### src/rtl/uart_rx_pkg.sv
// ---------------------------------------------------------------------------
// uart_rx_pkg
// Shared definitions for the UART receive controller:
//   - rx_state_e    : 3-bit Gray-style FSM state encoding
//   - rx_en_t       : bundle of the block enables driven by the controller
//   - PRESC_*       : legal oversampling ratios
//   - MIN/MAX_DATA_WIDTH : legal data-bit range per frame
//   - state_enables : Moore decode of the enables from a state
// ---------------------------------------------------------------------------
package uart_rx_pkg;

    // Neighbouring states along the normal frame path differ in one bit.
    typedef enum logic [2:0] {
        ST_IDLE   = 3'b000,
        ST_START  = 3'b001,
        ST_DATA   = 3'b011,
        ST_PARITY = 3'b010,
        ST_STOP   = 3'b110,
        ST_BREAK  = 3'b111
    } rx_state_e;

    localparam int unsigned PRESC_8        = 32'd8;
    localparam int unsigned PRESC_16       = 32'd16;
    localparam int unsigned PRESC_32       = 32'd32;
    localparam int unsigned MIN_DATA_WIDTH = 32'd5;
    localparam int unsigned MAX_DATA_WIDTH = 32'd9;

    typedef struct packed {
        logic data_sample_en;
        logic edge_cnt_en;
        logic strt_check_en;
        logic par_check_en;
        logic stp_check_en;
        logic deserializer_en;
    } rx_en_t;

    // Enables are a pure function of the state; IDLE and BREAK keep all off.
    function automatic rx_en_t state_enables(input rx_state_e st);
        rx_en_t en;
        en = '0;
        case (st)
            ST_START: begin
                en.data_sample_en = 1'b1;
                en.edge_cnt_en    = 1'b1;
                en.strt_check_en  = 1'b1;
            end
            ST_DATA: begin
                en.data_sample_en  = 1'b1;
                en.edge_cnt_en     = 1'b1;
                en.deserializer_en = 1'b1;
            end
            ST_PARITY: begin
                en.data_sample_en = 1'b1;
                en.edge_cnt_en    = 1'b1;
                en.par_check_en   = 1'b1;
            end
            ST_STOP: begin
                en.data_sample_en = 1'b1;
                en.edge_cnt_en    = 1'b1;
                en.stp_check_en   = 1'b1;
            end
            default: begin
                en = '0;
            end
        endcase
        return en;
    endfunction

endpackage

### src/rtl/uart_rx_ctrl_if.sv
// ---------------------------------------------------------------------------
// uart_rx_ctrl_if
// Bundles the serial line, runtime configuration, checker results, block
// enables, counters and status pulses of the UART receive controller.
//   slave  : the controller (consumes line/config/checker results)
//   master : the surrounding RX path (drives line/config/checker results)
// ---------------------------------------------------------------------------
interface uart_rx_ctrl_if #(
    parameter int PRESC_W = 6
);
    logic               rx_in;
    logic [PRESC_W-1:0] prescale;
    logic               par_en;
    logic               par_typ;
    logic               stp2_en;
    logic               strt_glitch;
    logic               par_err;
    logic               stp_err;

    logic               data_sample_en;
    logic               edge_cnt_en;
    logic               strt_check_en;
    logic               par_check_en;
    logic               stp_check_en;
    logic               deserializer_en;
    logic [PRESC_W-1:0] edge_cnt;
    logic [3:0]         bit_cnt;
    logic               par_typ_lat;
    logic               data_valid;
    logic               par_err_o;
    logic               frame_err;
    logic               break_det;

    modport slave (
        input  rx_in, prescale, par_en, par_typ, stp2_en,
               strt_glitch, par_err, stp_err,
        output data_sample_en, edge_cnt_en, strt_check_en, par_check_en,
               stp_check_en, deserializer_en, edge_cnt, bit_cnt,
               par_typ_lat, data_valid, par_err_o, frame_err, break_det
    );

    modport master (
        output rx_in, prescale, par_en, par_typ, stp2_en,
               strt_glitch, par_err, stp_err,
        input  data_sample_en, edge_cnt_en, strt_check_en, par_check_en,
               stp_check_en, deserializer_en, edge_cnt, bit_cnt,
               par_typ_lat, data_valid, par_err_o, frame_err, break_det
    );

endinterface

### src/rtl/uart_rx_edge_bit_cnt.sv
// ---------------------------------------------------------------------------
// uart_rx_edge_bit_cnt
// Oversampling edge counter and frame bit counter.
//   clk, rst         : clock, asynchronous active-low reset
//   i_enable         : count edges this cycle
//   i_clear          : force both counters to 0 (wins over counting)
//   i_prescale_lat   : edges per bit
//   o_edge_cnt       : edge index within the current bit
//   o_bit_cnt        : bit index within the frame (start bit = 0)
//   o_bit_done       : this cycle is the last edge of the current bit
// ---------------------------------------------------------------------------
module uart_rx_edge_bit_cnt #(
    parameter int PRESC_W = 6
) (
    input  logic               clk,
    input  logic               rst,
    input  logic               i_enable,
    input  logic               i_clear,
    input  logic [PRESC_W-1:0] i_prescale_lat,
    output logic [PRESC_W-1:0] o_edge_cnt,
    output logic [3:0]         o_bit_cnt,
    output logic               o_bit_done
);

    logic [PRESC_W-1:0] r_edge_cnt;
    logic [3:0]         r_bit_cnt;
    logic               w_last_edge;

    // An illegal prescale of 0 makes the wrap point all-ones, so the counter
    // still stays within its own width.
    assign w_last_edge = (r_edge_cnt == (i_prescale_lat - PRESC_W'(1'b1)));
    assign o_bit_done  = i_enable & w_last_edge;
    assign o_edge_cnt  = r_edge_cnt;
    assign o_bit_cnt   = r_bit_cnt;

    // Edge/bit counting with clear taking priority over the wrap.
    always_ff @(posedge clk or negedge rst) begin
        if (!rst) begin
            r_edge_cnt <= '0;
            r_bit_cnt  <= 4'd0;
        end else if (i_clear) begin
            r_edge_cnt <= '0;
            r_bit_cnt  <= 4'd0;
        end else if (o_bit_done) begin
            r_edge_cnt <= '0;
            r_bit_cnt  <= r_bit_cnt + 4'd1;
        end else if (i_enable) begin
            r_edge_cnt <= r_edge_cnt + PRESC_W'(1'b1);
        end else begin
            r_edge_cnt <= r_edge_cnt;
        end
    end

endmodule

### src/rtl/uart_rx_ctrl.sv
// ---------------------------------------------------------------------------
// uart_rx_ctrl
// Receive-path controller: frame FSM, configuration latch, all-zero data
// tracking for break detection, and single-cycle status pulses.
//   clk  : system clock
//   rst  : asynchronous active-low reset
//   bus  : uart_rx_ctrl_if.slave -- line, config and checker results in;
//          block enables, edge/bit counters, latched parity type and
//          status pulses (data_valid, par_err_o, frame_err, break_det) out
// ---------------------------------------------------------------------------
module uart_rx_ctrl
    import uart_rx_pkg::*;
#(
    parameter int DATA_WIDTH = 8,
    parameter int PRESC_W    = 6
) (
    input  logic          clk,
    input  logic          rst,
    uart_rx_ctrl_if.slave bus
);

    localparam logic [3:0] DATA_BITS = 4'(DATA_WIDTH);

    rx_state_e          r_state;
    rx_state_e          w_state_nxt;
    rx_en_t             r_en;
    logic [PRESC_W-1:0] r_prescale_lat;
    logic               r_par_en_lat;
    logic               r_par_typ_lat;
    logic               r_stp2_en_lat;
    logic               r_all_zero;
    logic               r_data_valid;
    logic               r_par_err_o;
    logic               r_frame_err;
    logic               r_break_det;

    logic [PRESC_W-1:0] w_edge_cnt;
    logic [3:0]         w_bit_cnt;
    logic               w_bit_done;
    logic               w_cnt_clr;
    logic               w_cfg_latch;
    logic               w_mid_one;
    logic               w_frame_end;
    logic               w_break;
    logic [3:0]         w_last_stop_idx;

    uart_rx_edge_bit_cnt #(
        .PRESC_W (PRESC_W)
    ) u_cnt (
        .clk            (clk),
        .rst            (rst),
        .i_enable       (r_en.edge_cnt_en),
        .i_clear        (w_cnt_clr),
        .i_prescale_lat (r_prescale_lat),
        .o_edge_cnt     (w_edge_cnt),
        .o_bit_cnt      (w_bit_cnt),
        .o_bit_done     (w_bit_done)
    );

    // Bit index of the final stop bit: start(0), data(1..N), optional parity, stop(s).
    assign w_last_stop_idx = DATA_BITS + 4'd1 + {3'd0, r_par_en_lat} + {3'd0, r_stp2_en_lat};

    // Next-state decision and end-of-frame classification.
    always_comb begin
        w_state_nxt = r_state;
        w_frame_end = 1'b0;
        w_break     = 1'b0;
        case (r_state)
            ST_IDLE: begin
                if (!bus.rx_in) begin
                    w_state_nxt = ST_START;
                end else begin
                    w_state_nxt = ST_IDLE;
                end
            end
            ST_START: begin
                if (w_bit_done) begin
                    if (bus.strt_glitch) begin
                        w_state_nxt = ST_IDLE;
                    end else begin
                        w_state_nxt = ST_DATA;
                    end
                end else begin
                    w_state_nxt = ST_START;
                end
            end
            ST_DATA: begin
                if (w_bit_done && (w_bit_cnt == DATA_BITS)) begin
                    if (r_par_en_lat) begin
                        w_state_nxt = ST_PARITY;
                    end else begin
                        w_state_nxt = ST_STOP;
                    end
                end else begin
                    w_state_nxt = ST_DATA;
                end
            end
            ST_PARITY: begin
                if (w_bit_done) begin
                    w_state_nxt = ST_STOP;
                end else begin
                    w_state_nxt = ST_PARITY;
                end
            end
            ST_STOP: begin
                if (w_bit_done && (w_bit_cnt == w_last_stop_idx)) begin
                    w_frame_end = 1'b1;
                    // A line held low through an all-zero frame is a break, not a frame error.
                    if (r_all_zero && bus.stp_err && !bus.rx_in) begin
                        w_break     = 1'b1;
                        w_state_nxt = ST_BREAK;
                    end else if (!bus.rx_in) begin
                        w_state_nxt = ST_START;
                    end else begin
                        w_state_nxt = ST_IDLE;
                    end
                end else begin
                    w_state_nxt = ST_STOP;
                end
            end
            ST_BREAK: begin
                if (bus.rx_in) begin
                    w_state_nxt = ST_IDLE;
                end else begin
                    w_state_nxt = ST_BREAK;
                end
            end
            default: begin
                w_state_nxt = ST_IDLE;
            end
        endcase
    end

    // Frame entry (from IDLE or straight out of STOP) latches config and restarts counting.
    assign w_cfg_latch = (w_state_nxt == ST_START) && (r_state != ST_START);
    assign w_cnt_clr   = w_cfg_latch || (w_state_nxt == ST_IDLE) || (w_state_nxt == ST_BREAK);

    // A data bit sampled high at mid-bit means the frame is not all zeros.
    assign w_mid_one = (r_state == ST_DATA) && r_en.edge_cnt_en && bus.rx_in &&
                       (w_edge_cnt == (r_prescale_lat >> 1));

    // State, registered enables, config latch, zero flag and status pulses.
    always_ff @(posedge clk or negedge rst) begin
        if (!rst) begin
            r_state        <= ST_IDLE;
            r_en           <= '0;
            r_prescale_lat <= '0;
            r_par_en_lat   <= 1'b0;
            r_par_typ_lat  <= 1'b0;
            r_stp2_en_lat  <= 1'b0;
            r_all_zero     <= 1'b0;
            r_data_valid   <= 1'b0;
            r_par_err_o    <= 1'b0;
            r_frame_err    <= 1'b0;
            r_break_det    <= 1'b0;
        end else begin
            r_state <= w_state_nxt;
            r_en    <= state_enables(w_state_nxt);

            if (w_cfg_latch) begin
                r_prescale_lat <= bus.prescale;
                r_par_en_lat   <= bus.par_en;
                r_par_typ_lat  <= bus.par_typ;
                r_stp2_en_lat  <= bus.stp2_en;
            end

            if (w_cfg_latch) begin
                r_all_zero <= 1'b1;
            end else if (w_mid_one) begin
                r_all_zero <= 1'b0;
            end

            // Exactly one pulse per completed frame; parity error outranks frame error.
            r_data_valid <= w_frame_end && !w_break && !bus.par_err && !bus.stp_err;
            r_par_err_o  <= w_frame_end && !w_break && bus.par_err;
            r_frame_err  <= w_frame_end && !w_break && bus.stp_err && !bus.par_err;
            r_break_det  <= w_break;
        end
    end

    assign bus.data_sample_en  = r_en.data_sample_en;
    assign bus.edge_cnt_en     = r_en.edge_cnt_en;
    assign bus.strt_check_en   = r_en.strt_check_en;
    assign bus.par_check_en    = r_en.par_check_en;
    assign bus.stp_check_en    = r_en.stp_check_en;
    assign bus.deserializer_en = r_en.deserializer_en;
    assign bus.edge_cnt        = w_edge_cnt;
    assign bus.bit_cnt         = w_bit_cnt;
    assign bus.par_typ_lat     = r_par_typ_lat;
    assign bus.data_valid      = r_data_valid;
    assign bus.par_err_o       = r_par_err_o;
    assign bus.frame_err       = r_frame_err;
    assign bus.break_det       = r_break_det;

endmodule

### src/flat_wrapper.sv
// flat-port wrapper written by rule: the top's interface ports become plain ports
module uart_rx_ctrl_flat import uart_rx_pkg::*;
#(
    parameter int DATA_WIDTH = 8,
    parameter int PRESC_W    = 6
)
  (clk, rst, bus_rx_in, bus_prescale, bus_par_en, bus_par_typ, bus_stp2_en, bus_strt_glitch, bus_par_err, bus_stp_err, bus_data_sample_en, bus_edge_cnt_en, bus_strt_check_en, bus_par_check_en, bus_stp_check_en, bus_deserializer_en, bus_edge_cnt, bus_bit_cnt, bus_par_typ_lat, bus_data_valid, bus_par_err_o, bus_frame_err, bus_break_det);
  uart_rx_ctrl_if #(.PRESC_W(PRESC_W)) bus_i ();
  input  logic clk;
  input  logic rst;
  input wire logic [$bits(bus_i.rx_in)-1:0] bus_rx_in;
  input wire logic [$bits(bus_i.prescale)-1:0] bus_prescale;
  input wire logic [$bits(bus_i.par_en)-1:0] bus_par_en;
  input wire logic [$bits(bus_i.par_typ)-1:0] bus_par_typ;
  input wire logic [$bits(bus_i.stp2_en)-1:0] bus_stp2_en;
  input wire logic [$bits(bus_i.strt_glitch)-1:0] bus_strt_glitch;
  input wire logic [$bits(bus_i.par_err)-1:0] bus_par_err;
  input wire logic [$bits(bus_i.stp_err)-1:0] bus_stp_err;
  output wire logic [$bits(bus_i.data_sample_en)-1:0] bus_data_sample_en;
  output wire logic [$bits(bus_i.edge_cnt_en)-1:0] bus_edge_cnt_en;
  output wire logic [$bits(bus_i.strt_check_en)-1:0] bus_strt_check_en;
  output wire logic [$bits(bus_i.par_check_en)-1:0] bus_par_check_en;
  output wire logic [$bits(bus_i.stp_check_en)-1:0] bus_stp_check_en;
  output wire logic [$bits(bus_i.deserializer_en)-1:0] bus_deserializer_en;
  output wire logic [$bits(bus_i.edge_cnt)-1:0] bus_edge_cnt;
  output wire logic [$bits(bus_i.bit_cnt)-1:0] bus_bit_cnt;
  output wire logic [$bits(bus_i.par_typ_lat)-1:0] bus_par_typ_lat;
  output wire logic [$bits(bus_i.data_valid)-1:0] bus_data_valid;
  output wire logic [$bits(bus_i.par_err_o)-1:0] bus_par_err_o;
  output wire logic [$bits(bus_i.frame_err)-1:0] bus_frame_err;
  output wire logic [$bits(bus_i.break_det)-1:0] bus_break_det;
  assign bus_i.rx_in = bus_rx_in;
  assign bus_i.prescale = bus_prescale;
  assign bus_i.par_en = bus_par_en;
  assign bus_i.par_typ = bus_par_typ;
  assign bus_i.stp2_en = bus_stp2_en;
  assign bus_i.strt_glitch = bus_strt_glitch;
  assign bus_i.par_err = bus_par_err;
  assign bus_i.stp_err = bus_stp_err;
  assign bus_data_sample_en = bus_i.data_sample_en;
  assign bus_edge_cnt_en = bus_i.edge_cnt_en;
  assign bus_strt_check_en = bus_i.strt_check_en;
  assign bus_par_check_en = bus_i.par_check_en;
  assign bus_stp_check_en = bus_i.stp_check_en;
  assign bus_deserializer_en = bus_i.deserializer_en;
  assign bus_edge_cnt = bus_i.edge_cnt;
  assign bus_bit_cnt = bus_i.bit_cnt;
  assign bus_par_typ_lat = bus_i.par_typ_lat;
  assign bus_data_valid = bus_i.data_valid;
  assign bus_par_err_o = bus_i.par_err_o;
  assign bus_frame_err = bus_i.frame_err;
  assign bus_break_det = bus_i.break_det;
  uart_rx_ctrl #(.DATA_WIDTH(DATA_WIDTH), .PRESC_W(PRESC_W)) u_core (.clk(clk), .rst(rst), .bus(bus_i));
endmodule
### config.mk
export PLATFORM = sky130hd
export DESIGN_NAME = uart_rx_ctrl_flat
export DESIGN_NICKNAME = d
export VERILOG_FILES = /design/src/rtl/uart_rx_pkg.sv /design/src/rtl/uart_rx_ctrl_if.sv /design/src/rtl/uart_rx_edge_bit_cnt.sv /design/src/rtl/uart_rx_ctrl.sv /design/src/flat_wrapper.sv
export SDC_FILE = /design/constraint.sdc
export NUM_CORES = 1
export LEC_CHECK = 0
export ABC_AREA = 1
export CAP_MARGIN = 0
export CELL_PAD_IN_SITES_DETAIL_PLACEMENT = 0
export CELL_PAD_IN_SITES_GLOBAL_PLACEMENT = 1
export CORE_MARGIN = 5
export CORE_UTILIZATION = 42
export CTS_CLUSTER_DIAMETER = 150
export DETAILED_ROUTE_END_ITERATION = 10
export PLACE_DENSITY_LB_ADDON = 0.2
export SLEW_MARGIN = 10
export SYNTH_ARGS = -nofsm -noshare
export SYNTH_HDL_FRONTEND = slang
export SYNTH_SLANG_ARGS = --single-unit
### constraint.sdc
create_clock -name clk -period 5.8 [get_ports clk]
set_input_delay 1.45 -clock clk [delete_from_list [all_inputs] [get_ports clk]]
set_output_delay 1.45 -clock clk [all_outputs]
set_load 0.02 [all_outputs]
* After elaboration in Yosys (flattened, before gate mapping)
Cells that the tools add are included. Widths: inputs -> output; s select.
Word-level totals: flip-flop bits (word level) 33, bits in latches 0, RAM bits 0, bits in read-only memories 0, bits of input ports 15, output and inout bits 21, word-level logic and storage cells 92, memories 0
Cells by class: add/sub/neg operators 5, multipliers 0, div/mod/pow operators 0, magnitude comparators 0, equality and inequality tests 15, shift operators 0, muxes and demuxes 27, bitwise logic cells 1, reductions and logical operators 26
Operator list (number):
- $mux 3 | 6
- $mux 6 | 3
- $pmux 3 s6 | 1
- $logic_and 1x1->1 | 14
- $eq 3x2->1 const B | 4
- $eq 3x3->1 const B | 4
- $mux 1 | 12
- $mux 4 | 2
- $add 6x1->6 const B | 1
- $eq 3x1->1 const B | 2
- $eq 6x5->1 | 1
- $eq 6x6->1 | 1
- $logic_not 3->1 | 2
- $mux 2 | 3
- $sub 6x1->6 const B | 1
- $add 4x1->4 | 1
- $add 4x1->4 const A | 1
- $add 4x1->4 const B | 1
- $eq 4x4->1 | 1
- $eq 4x4->1 const B | 1
- $logic_not 1->1 | 4
- $reduce_bool 2->1 | 2
- $reduce_or 4->1 | 1
- $ne 3x1->1 const B | 1
- 3 further kinds | 4

* Logic depth before layout (Yosys ltp)
Gate-level depths: netlist (run 1).
depth in word-level cells 11, depth in mapped cells 16, gate-level depth less buffers 16

* Modules after synthesis
A second synthesis (run 1) with hierarchy kept.
Second synthesis, totals: cell total of the unflattened synthesis 239, area, all modules 1843.0 µm²
Modules (own cells, without submodules):
- uart_rx_ctrl | times used 1, cells an instance 128, area each 1093.5 µm², seq. area each 550.5 µm²
- uart_rx_edge_bit_cnt | times used 1, cells an instance 111, area each 749.5 µm², seq. area each 250.2 µm²

* Least setup slack after synthesis (run 1)
No wires, ideal clock.
kind in2reg, start point input port bus_rx_in, end point register u_core.r_par_typ_lat, in the netlist u_core.bus.par_typ_lat, library setup time 0.117 ns, arrival time 2.449 ns, required time 5.683 ns, path slack 3.234 ns, stages on the path 10, buffers on the path 1, cells stage by stage inv_1 > nand4_1 > o221ai_1 > a21oi_4 > nand2_2 > nor2_4 > nor2_4 > buf_8 > nand3_2 > nand2_1
On the way: longest elaborated chain between the ends 7, elaborated cells between the ends (all ways) 9, those cells by class eq/ne (1); mux (5); reduce/logical (3)
RTL lines:
- from (decl) | line flat_wrapper.sv:11 | input wire logic [$bits(bus_i.rx_in)-1:0] bus_rx_in;
- $logic_not 1->1
- $logic_and 1x1->1 | line uart_rx_ctrl.sv:109 | if (r_all_zero && bus.stp_err && !bus.rx_in) begin
- $mux 3 | line uart_rx_ctrl.sv:109
- $mux 3 | line uart_rx_ctrl.sv:106 | if (w_bit_done && (w_bit_cnt == w_last_stop_idx)) begin
- $pmux 3 s6 (*) | line uart_rx_ctrl.sv:68 | case (r_state)
- $eq 3x1->1 (*) | line uart_rx_ctrl.sv:135 | assign w_cfg_latch = (w_state_nxt == ST_START) && (r_state != ST_START);
- $logic_and 1x1->1 (*) | line uart_rx_ctrl.sv:135
- to (signal assigned) | line uart_rx_ctrl.sv:163 | r_par_typ_lat <= bus.par_typ;
- to (decl) | line uart_rx_ctrl.sv:29 | logic r_par_typ_lat;
Every way passes the cells marked *; elsewhere a longest branch is shown, timed or not. A chain may end at the register's enable or synchronous reset.

* Worst setup path in the final report (run 1)
start point input port bus_rx_in, end point register u_core.r_par_en_lat
On the way: longest elaborated chain between the ends 7, elaborated cells between the ends (all ways) 9, those cells by class eq/ne (1); mux (5); reduce/logical (3)
RTL lines:
- $logic_not 1->1
- $logic_and 1x1->1 | line uart_rx_ctrl.sv:109
- $mux 3 | line uart_rx_ctrl.sv:109
- $mux 3 | line uart_rx_ctrl.sv:106
- $pmux 3 s6 (*) | line uart_rx_ctrl.sv:68
- via u_core.w_state_nxt[1] | line uart_rx_ctrl.sv:25 | rx_state_e w_state_nxt;
- $eq 3x1->1 (*) | line uart_rx_ctrl.sv:135
- $logic_and 1x1->1 (*) | line uart_rx_ctrl.sv:135
- to (signal assigned) | line uart_rx_ctrl.sv:162 | r_par_en_lat <= bus.par_en;
- to (decl) | line uart_rx_ctrl.sv:28 | logic r_par_en_lat;
The timed path passes the listed nets; every way through them passes the cells marked *.

==> flow_summary.ini, run 1 <==
[synth]
synth.cell_area_um2 = 2040
syn_inst = 247
syn-num-nets = 267
yosys-top-cells-area = dfrtp_1 39%, nand2_1 11%, nand3_2 4.9%, inv_1 4.8%, nand3_1 4.2%
syn_avg_cell_area_um2 = 8.27
ys.flop_type = dfrtp_1
synth_commonest_cells = 62 x nand2_1, 32 x dfrtp_1, 26 x inv_1
ys_async_sr_fraction_pct = 100
synth-seq-cells = 32
synth.most_common_cell = nand2_1
synth_edf_count = 0
yosysSeqAreaShare_pct = 39.2
ys_types = 32
ys_warn_count = 0
yosysTopAreaCellShare_pct = 39.2
synth_top_cell_by_area = dfrtp_1

[placement]
port_buffers = 35
gp_congestion = 0.889
place_ws_ns = 2.31
hpwl_um = 3280

[sta]
setup_slack_ns = 2.64
period_minus_slack_ns = 3.16
worst_pin_slew_ns = 0.637
period_share_pct = 54.4
slew_viol_final = 0
hold_viol = 0
finalSetupTns_ns = 0
setup_violations = 0
rsz0062_at_grt = no
skew_ns = 0.00156
fmax_ghz = 0.317
slew_headroom_pct = 57.5

[critical_path]
endpoint_kind = register
crit_arrival_ns = 3.33
cp_max_fo = 11
cp.required_ns = 5.97
crit_path_start_kind = input pin
worstSetupPathType = input pin to register

[route]
drt-wirelength-per-cell_um = 12.4
viasPerCell = 4.65
drt-initial-drc-count = 64
drt-total-wl_um = 4360
final_antenna_net_count = 0
firstDrtPassIters = 4
post-route-drc-count = 0
num_vias = 1638

[die]
io_pins = 36
core_um2 = 4720
die_y_um = 79.8
die_w_um = 79.8
dieArea_um2 = 6360
initial_core_util_pct = 43.3
placementRows = 25

[cts]
cts_max_level = 2
clockBufferDepth = 2
root_buffer = clkbuf_8
clk-insertion-delay-late_ns = 0.28
postCtsSetupBuffers = 0
cts.clk_slew.worst_paths_ns = 0.07
cts_resized = 0
cts_made_buffers = 5
cts_tree = built
cts_num_sinks = 32
ctsHoldBuffers = 0

[grt]
grt_use_met3_pct = 3.61
grt_util_all_layers_pct = 15.1
grt_start_max_net_pins = 33
grtUsageMet2_pct = 23.2
busiest_layer = met2
grt_overflow_total = 0
grt_pass1_vias = 1603
grt_pass1_wl_um = 7560
antenna_found_initial = 0
grt_use_met1_pct = 21.5

[pwr]
p_leak_nw = 1.19
powerDensity_nw_per_um2 = 500
ir_worst_vdd_v = 0.000273

[finish]
antenna_cells = 0
syn_to_final_growth_pct = 24.0
fill_cells = 463
drive_gt1_share_pct = 18.2
layout.nets = 304

[run]
drv_cap = 0

[outcome]
status = finished, final reports clean

[min_path]
min_path_type = register to register
## registers in the layout (all words and copies together) (netlist names)
name                        flops
u_core.bus.par_typ_lat          1
u_core.bus.data_sample_en       1
u_core.r_all_zero               1
u_core.u_cnt.o_bit_cnt          4
u_core.bus.strt_check_en        1
u_core.bus.frame_err            1
u_core.r_par_en_lat             1
u_core.bus.data_valid           1
u_core.bus.stp_check_en         1
u_core.bus.break_det            1
u_core.r_prescale_lat           6
u_core.bus.par_check_en         1
u_core.r_stp2_en_lat            1
u_core.bus.deserializer_en      1
u_core.r_state                  3
u_core.bus.par_err_o            1
u_core.u_cnt.o_edge_cnt         6
## area by class of cell
type,count,area (µm²),share of cell area (%)
clock buffers,7,86.3,3.41
repair buffers,36,358,14.1
flip-flops and latches,32,801,31.6
well taps,67,83.8,3.31
clock inverters,1,7.51,0.296
inverters,33,124,4.89
multi-input cells,176,1070,42.4
## placed cells by master (no fill, tap or decap), types with 2 or more instances in the layout
master           netlist  routed
clkdlybuf4s50_1        0      35
inv_1                 26      26
xor2_1                 9       9
nor3_1                 5       5
nand2_2                6       6
nand4_1                6       6
inv_2                  7       7
nand3_4                3       3
nand2_1               62      62
nor2_4                 4       4
dfrtp_1               32      32
xnor2_1                7       7
nor2_2                 7       7
nand3_1               17      17
nand3_2               10      10
ha_1                   5       5
a21oi_1                2       2
clkbuf_8               0       6
o21ai_0                2       2
nor2_1                20      20
a21oi_2                2       2
## cells by family (layout without fill, tap and decap cells)
logic type / after synthesis / in the layout / synth area share (%)
compound gates: 11 / 11 / 4.78
xor+xnor: 16 / 16 / 6.86
fa+ha+maj: 5 / 5 / 3.06
buf+inv: 39 / 77 / 8.27
flops: 32 / 32 / 39.2
mux: 1 / 1 / 0.490
simple gates: 143 / 143 / 37.4
## worst max-delay path, stage by stage
cell and delay (ns):
clkdlybuf4s50_1 0.55, inv_1 0.10, nand3_1 0.14, nand4_2 0.15
nand2_2 0.11, nand3_4 0.11, nor2_4 0.34, nand2_2 0.22
nand2_1 0.12, nand2_1 0.05
## worst paths after layout
check,start,end,slack [ns],cells past startpoint
max,bus_rx_in,u_core.r_par_en_lat$_DFFE_PN0P_,2.64,10
min,u_core.bus.par_typ_lat$_DFFE_PN0P_,u_core.bus.par_typ_lat$_DFFE_PN0P_,0.48,2
max reg2reg,u_core.r_prescale_lat[0]$_DFFE_PN0P_,u_core.r_par_en_lat$_DFFE_PN0P_,3.13,14
min reg2reg,u_core.bus.par_typ_lat$_DFFE_PN0P_,u_core.bus.par_typ_lat$_DFFE_PN0P_,0.48,2
max in group asynchronous,rst,u_core.r_par_en_lat$_DFFE_PN0P_,3.93,2
min in group asynchronous,rst,u_core.u_cnt.o_edge_cnt[2]$_DFFE_PN0P_,1.57,2
## through the flow
| stage | instance area (µm²) | hold WS [ns] | std cells | utilization (%) | total power [mW] |
|---|---|---|---|---|---|
| after global placement | 2440 | 0.462 | 344 | 51.7 | 1.10 |
| after floorplan | 2040 | 0.442 | 247 | - | 0.943 |
| after global routing | 2530 | 0.508 | 352 | 53.6 | 1.38 |
| after detailed placement | 2440 | 0.462 | 344 | 51.7 | 1.10 |
| after CTS | 2530 | 0.482 | 352 | 53.6 | 1.29 |
| final | 2530 | 0.476 | 352 | 53.6 | 1.27 |
## metal layers
layer / share of wire (%) / routed length (µm)
met1: 51 / 2220
met2: 42 / 1810
met3: 6.5 / 283
met4: 1.2 / 52
met5: 0 / 0
## where the power goes
group,internal [mW],total [mW],switching [mW]
clock network,0.0964,0.180,0.0837
registers,0.287,0.369,0.0825
logic,0.269,0.718,0.449
(Power assumes the default switching activity.)
==> run 2, diff against run 1 <==
Settings changed: CORE_UTILIZATION 42 to 35.
Clock period 5.8 ns to 2.85 ns, I/O delays scaled along.
==> run 2 against run 1 <==
- via count increased by 1.9%
- die area increased by 17%
- sequential share of layout area decreased by 0.67 points
- wire length increased by 6.0%
- critical path depth increased by 3
- sequential power increased by 99%
- first-iteration DRC count decreased by 33%
- global-route usage decreased by 1.6 points
- design area increased by 2.2%
- clock skew increased by 0.0080 ns
- core utilization decreased by 7.2 points
- critical endpoint is now u_core.u_cnt.o_bit_cnt[3]$_DFFE_PN0P_
- highest routed layer unchanged
==> flow_summary.ini, run 2 (synthesis results as in run 1) <==
[cts]
cts_tree = built
cts_made_buffers = 5
clk-insertion-delay-late_ns = 0.29
clockBufferDepth = 2
cts.clk_slew.worst_paths_ns = 0.07
cts_num_sinks = 32
cts_max_level = 2
root_buffer = clkbuf_8
ctsHoldBuffers = 0

[critical_path]
crit_arrival_ns = 2.50
cp_num_buf_inv = 2
cp_max_fo = 7
cp.required_ns = 3.03
crit_chain = inv_2, ha_1, nand2_1, nor2_1, nand2_1, a21oi_2, nand3_4, inv_1, nand4_1, nand3_1, nand3_2, nand2_1, nor2_1
endpoint_kind = register
crit_path_start_kind = register
cp_slowest_cell = dfrtp_1
slowest_delay_ns = 0.43
path_common_cell = nand2_1
cp_top_family = simple AND/OR/NAND/NOR gates
worstSetupPathType = register to register

[sta]
setup_slack_ns = 0.525
setup_violations = 0
period_share_pct = 81.6
skew_ns = 0.00958
finalSetupTns_ns = 0
period_minus_slack_ns = 2.32
slew_headroom_pct = 64.9
fmax_ghz = 0.430
holdWs_ns = 0.479
worst_pin_slew_ns = 0.522
rsz0062_at_grt = no
slew_viol_final = 0
hold_viol = 0

[pwr]
ir_worst_vdd_v = 0.000359
pwr-share-seq_pct = 27.7
p_leak_nw = 1.22
comb_power_share_pct = 58.5
power.share.clock_pct = 13.8
power.switching_mw = 1.26
p_int_mw = 1.39
swShare_pct = 47.6
powerDensity_nw_per_um2 = 1020
total_power_mw = 2.65

[route]
drt-initial-drc-count = 43
final_antenna_net_count = 0
drt-wirelength-per-cell_um = 12.7
drt-total-wl_um = 4620
firstDrtPassIters = 4
num_vias = 1669
post-route-drc-count = 0
viasPerCell = 4.59

[grt]
grt_util_all_layers_pct = 13.6
grt_start_max_net_pins = 33
grt_pass1_wl_um = 7900
antenna_found_initial = 0
grt_pass1_vias = 1633
grt_overflow_total = 0

[outcome]
status = finished, final reports clean

[die]
die_w_um = 86.4
core_um2 = 5570
placementRows = 27
die_y_um = 86.4
initial_core_util_pct = 36.7
dieArea_um2 = 7470
io_pins = 36

[placement]
placed_cells = 355
gp_congestion = 0.838
place_area_um2 = 2490
hpwl_um = 3590
port_buffers = 35
place_ws_ns = 0.157

[finish]
layout.nets = 311
final_cell_mix = 62 x nand2_1, 35 x clkdlybuf4s50_1, 32 x dfrtp_1, 26 x inv_1, 20 x nor2_1
drive_gt1_share_pct = 19.9
syn_to_final_growth_pct = 26.7
fill_cells = 563
fin_util_pct = 46.4
layout_commonest_cell = nand2_1
stdcell_count = 364
antenna_cells = 0
final_design_area_no_fill_um2 = 2590

[run]
drv_cap = 0

[min_path]
min_path_type = register to register
[run 2: cell count changes in the layout (fill, tap and decap cells not counted), sizes merged]
cell | before | now
clkinvlp | 1 | 0
buf | 1 | 8
clkbuf | 7 | 8
[run 2: what timing repair did]
| action | CTS | global route |
|---|---|---|
| setup buffers | 0 | 1 |
| setup endpoints to repair | 0 | 9 |
| resized for setup | 0 | 0 |
| endpoints found under the hold margin | 0 | 0 |
[run 2: power groups by stage]
stage	Combinational, mW	Clock [mW]	Sequential [mW]
2_1_floorplan	1.16	0	0.757
3_3_place_gp	1.55	0	0.743
4_1_cts	1.57	0.379	0.735
6_report	1.55	0.365	0.735
5_1_grt	1.76	0.392	0.758
3_5_place_dp	1.56	0	0.742
[run 2: worst register-to-register path, stage by stage, from the launching register on]
cell,delay [ns]
dfrtp_1,0.43
inv_2,0.10
ha_1,0.22
nand2_1,0.11
nor2_1,0.09
nand2_1,0.08
a21oi_2,0.20
nand3_4,0.18
inv_1,0.16
nand4_1,0.14
nand3_1,0.15
nand3_2,0.12
nand2_1,0.18
nor2_1,0.06
[run 2: layer usage]
layer	share of wire (%)	GRT usage, %	up-vias	wire length (µm)
li1	-	-	865	-
met1	49	18.7	753	2250
met2	44	20.7	43	2020
met3	6.4	3.90	8	295
met4	1.2	3.97	0	57
met5	0	0	-	0
[run 2: area by class of cell]
| cell class | count | area (µm²) | share of cell area, % |
|---|---|---|---|
| multi-input cells | 176 | 1070 | 41.5 |
| flip-flops and latches | 32 | 801 | 30.9 |
| repair buffers | 43 | 410 | 15.9 |
| inverters | 33 | 124 | 4.78 |
| clock buffers | 8 | 90.1 | 3.48 |
| well taps | 72 | 90.1 | 3.48 |
[run 2: path summary, 6_finish.rpt]
path | start | to | slack, ns | depth (start not counted)
min reg2reg | u_core.r_par_en_lat$_DFFE_PN0P_ | u_core.r_par_en_lat$_DFFE_PN0P_ | 0.48 | 2
min in group asynchronous | rst | u_core.u_cnt.o_edge_cnt[2]$_DFFE_PN0P_ | 0.82 | 2
max in group asynchronous | rst | u_core.bus.par_typ_lat$_DFFE_PN0P_ | 1.71 | 2
max reg2reg | u_core.r_prescale_lat[1]$_DFFE_PN0P_ | u_core.u_cnt.o_bit_cnt[3]$_DFFE_PN0P_ | 0.53 | 13
max | u_core.r_prescale_lat[1]$_DFFE_PN0P_ | u_core.u_cnt.o_bit_cnt[3]$_DFFE_PN0P_ | 0.53 | 13
min | u_core.r_par_en_lat$_DFFE_PN0P_ | u_core.r_par_en_lat$_DFFE_PN0P_ | 0.48 | 2
==> run 3, diff against run 2 <==
Clock period 2.85 ns to 2.09 ns, I/O delays scaled along.
==> run 3 against run 2 <==
- the run now ends with negative setup slack left
- critical endpoint is now u_core.r_prescale_lat[3]$_DFFE_PN0P_
- critical path type unchanged
- setup slack got worse by 0.59 ns
- final cell count increased by 10%
- die area unchanged
- wire length increased by 13%
==> flow_summary.ini, run 3 (synthesis results as in run 1) <==
[critical_path]
endpoint_kind = register
cp.required_ns = 2.28
crit_path_start_kind = register
r2r_start = u_core.r_prescale_lat[1]$_DFFE_PN0P_
worstSetupPathType = register to register
crit_arrival_ns = 2.34
cp_max_fo = 4
startpoint = u_core.r_prescale_lat[1]$_DFFE_PN0P_

[placement]
gp_congestion = 0.845
port_buffers = 35
place_area_um2 = 2680
hpwl_um = 3830

[grt]
grt_overflow_total = 0
antenna_found_initial = 0
grt_util_all_layers_pct = 14.8
grt_start_max_net_pins = 33
grt_pass1_vias = 1860
grt_pass1_wl_um = 8690

[outcome]
status = complete, but fails checks
violations = negative setup slack

[sta]
setup_violations = 13
hold_viol = 0
skew_ns = 0.0107
setup_slack_ns = -0.0635
rsz0062_at_grt = yes
period_minus_slack_ns = 2.15
finalSetupTns_ns = -0.363
slew_headroom_pct = 71.4
holdWs_ns = 0.494
worst_pin_slew_ns = 0.429
period_share_pct = 103
fmax_ghz = 0.464
slew_viol_final = 0

[finish]
final_cell_mix = 52 x nand2_1, 40 x buf_4, 35 x clkdlybuf4s50_1, 31 x dfrtp_1, 23 x inv_1
final_design_area_no_fill_um2 = 3050
drive_gt1_share_pct = 38.5
syn_to_final_growth_pct = 49.5
regArea_um2 = 802
fin_util_pct = 54.8
antenna_cells = 0
fill_cells = 528
multi_input_area_um2 = 1220
layout.nets = 349
layout_commonest_cell = nand2_1

[route]
viasPerCell = 4.64
drt-initial-drc-count = 78
num_vias = 1865
final_antenna_net_count = 0
post-route-drc-count = 0
firstDrtPassIters = 4
drt-total-wl_um = 5210
drt-wirelength-per-cell_um = 13.0

[cts]
cts_tree = built
cts.clk_slew.worst_paths_ns = 0.07
cts_max_level = 2
cts_num_sinks = 32
clockBufferDepth = 2
root_buffer = clkbuf_8
clk-insertion-delay-late_ns = 0.29
cts_made_buffers = 5

[die]
die_y_um = 86.4
placementRows = 27
core_um2 = 5570
die_w_um = 86.4
io_pins = 36
dieArea_um2 = 7470
initial_core_util_pct = 36.7

[pwr]
ir_worst_vdd_v = 0.000646
p_leak_nw = 1.43
powerDensity_nw_per_um2 = 1460

[min_path]
hold_path_startpoint = u_core.bus.par_typ_lat$_DFFE_PN0P_
min_path_type = register to register

[run]
drv_cap = 0
-- run 3: layer usage --
metal	vias up	global-route usage, %	share of wire [%]
met5	-	0	0
met4	0	5.10	1.3
met3	6	3.14	4.6
met2	37	24.3	47
met1	881	19.3	47
li1	941	-	-
-- run 3: what timing repair did --
| item | CTS | global route |
|---|---|---|
| setup endpoints to repair | 21 | 28 |
| pin swaps | 11 | 28 |
| buffers inserted | 9 | 8 |
| gates cloned | 2 | 0 |
| resized for setup | 9 | 34 |
| hold buffers | 0 | 0 |
-- run 3: cell type report --
type | count | area share [%]
inverters | 33 | 4.06
clock buffers | 5 | 2.25
flip-flops and latches | 32 | 26.3
well taps | 72 | 2.95
repair buffers | 80 | 23.1
multi-input cells | 177 | 39.9
clock inverters | 3 | 1.39
-- run 3: final timing paths --
| path | to | cells past startpoint | slack [ns] |
|---|---|---|---|
| max reg2reg | u_core.r_prescale_lat[3]$_DFFE_PN0P_ | 16 | -0.06 |
| max in group asynchronous | u_core.u_cnt.o_edge_cnt[1]$_DFFE_PN0P_ | 2 | 1.13 |
| min | u_core.bus.par_typ_lat$_DFFE_PN0P_ | 2 | 0.49 |
| max | u_core.r_prescale_lat[3]$_DFFE_PN0P_ | 16 | -0.06 |
| min reg2reg | u_core.bus.par_typ_lat$_DFFE_PN0P_ | 2 | 0.49 |
| min in group asynchronous | u_core.u_cnt.o_edge_cnt[2]$_DFFE_PN0P_ | 2 | 0.64 |
-- run 3: worst max-delay path, stage by stage (launching register included) --
cell,delay [ns]
dfrtp_1,0.39
inv_2,0.09
ha_4,0.22
nand2_4,0.06
inv_1,0.04
nor2_1,0.07
nand2_1,0.07
a21oi_2,0.15
nand3_4,0.12
a21oi_4,0.18
nand2_2,0.07
nor2_4,0.15
nor2_4,0.07
buf_6,0.13
buf_4,0.13
nand3_2,0.05
nand2_1,0.04
-- run 3: power by group --
| group | leakage, nW | internal, mW | switching (mW) |
|---|---|---|---|
| clock network | 0.0541 | 0.353 | 0.244 |
| registers | 0.412 | 0.798 | 0.182 |
| logic | 0.968 | 1.27 | 1.62 |
-- run 3: per-stage QoR --
step                      instances  total power [mW]  setup WS [ns]
after CTS                       398              4.33        -0.0775
after floorplan                 247              2.62        0.00852
after global routing            402              4.84         -0.218
final                           402              4.47        -0.0635
after global placement          379              3.35         -0.136
after detailed placement        379              3.37         -0.120
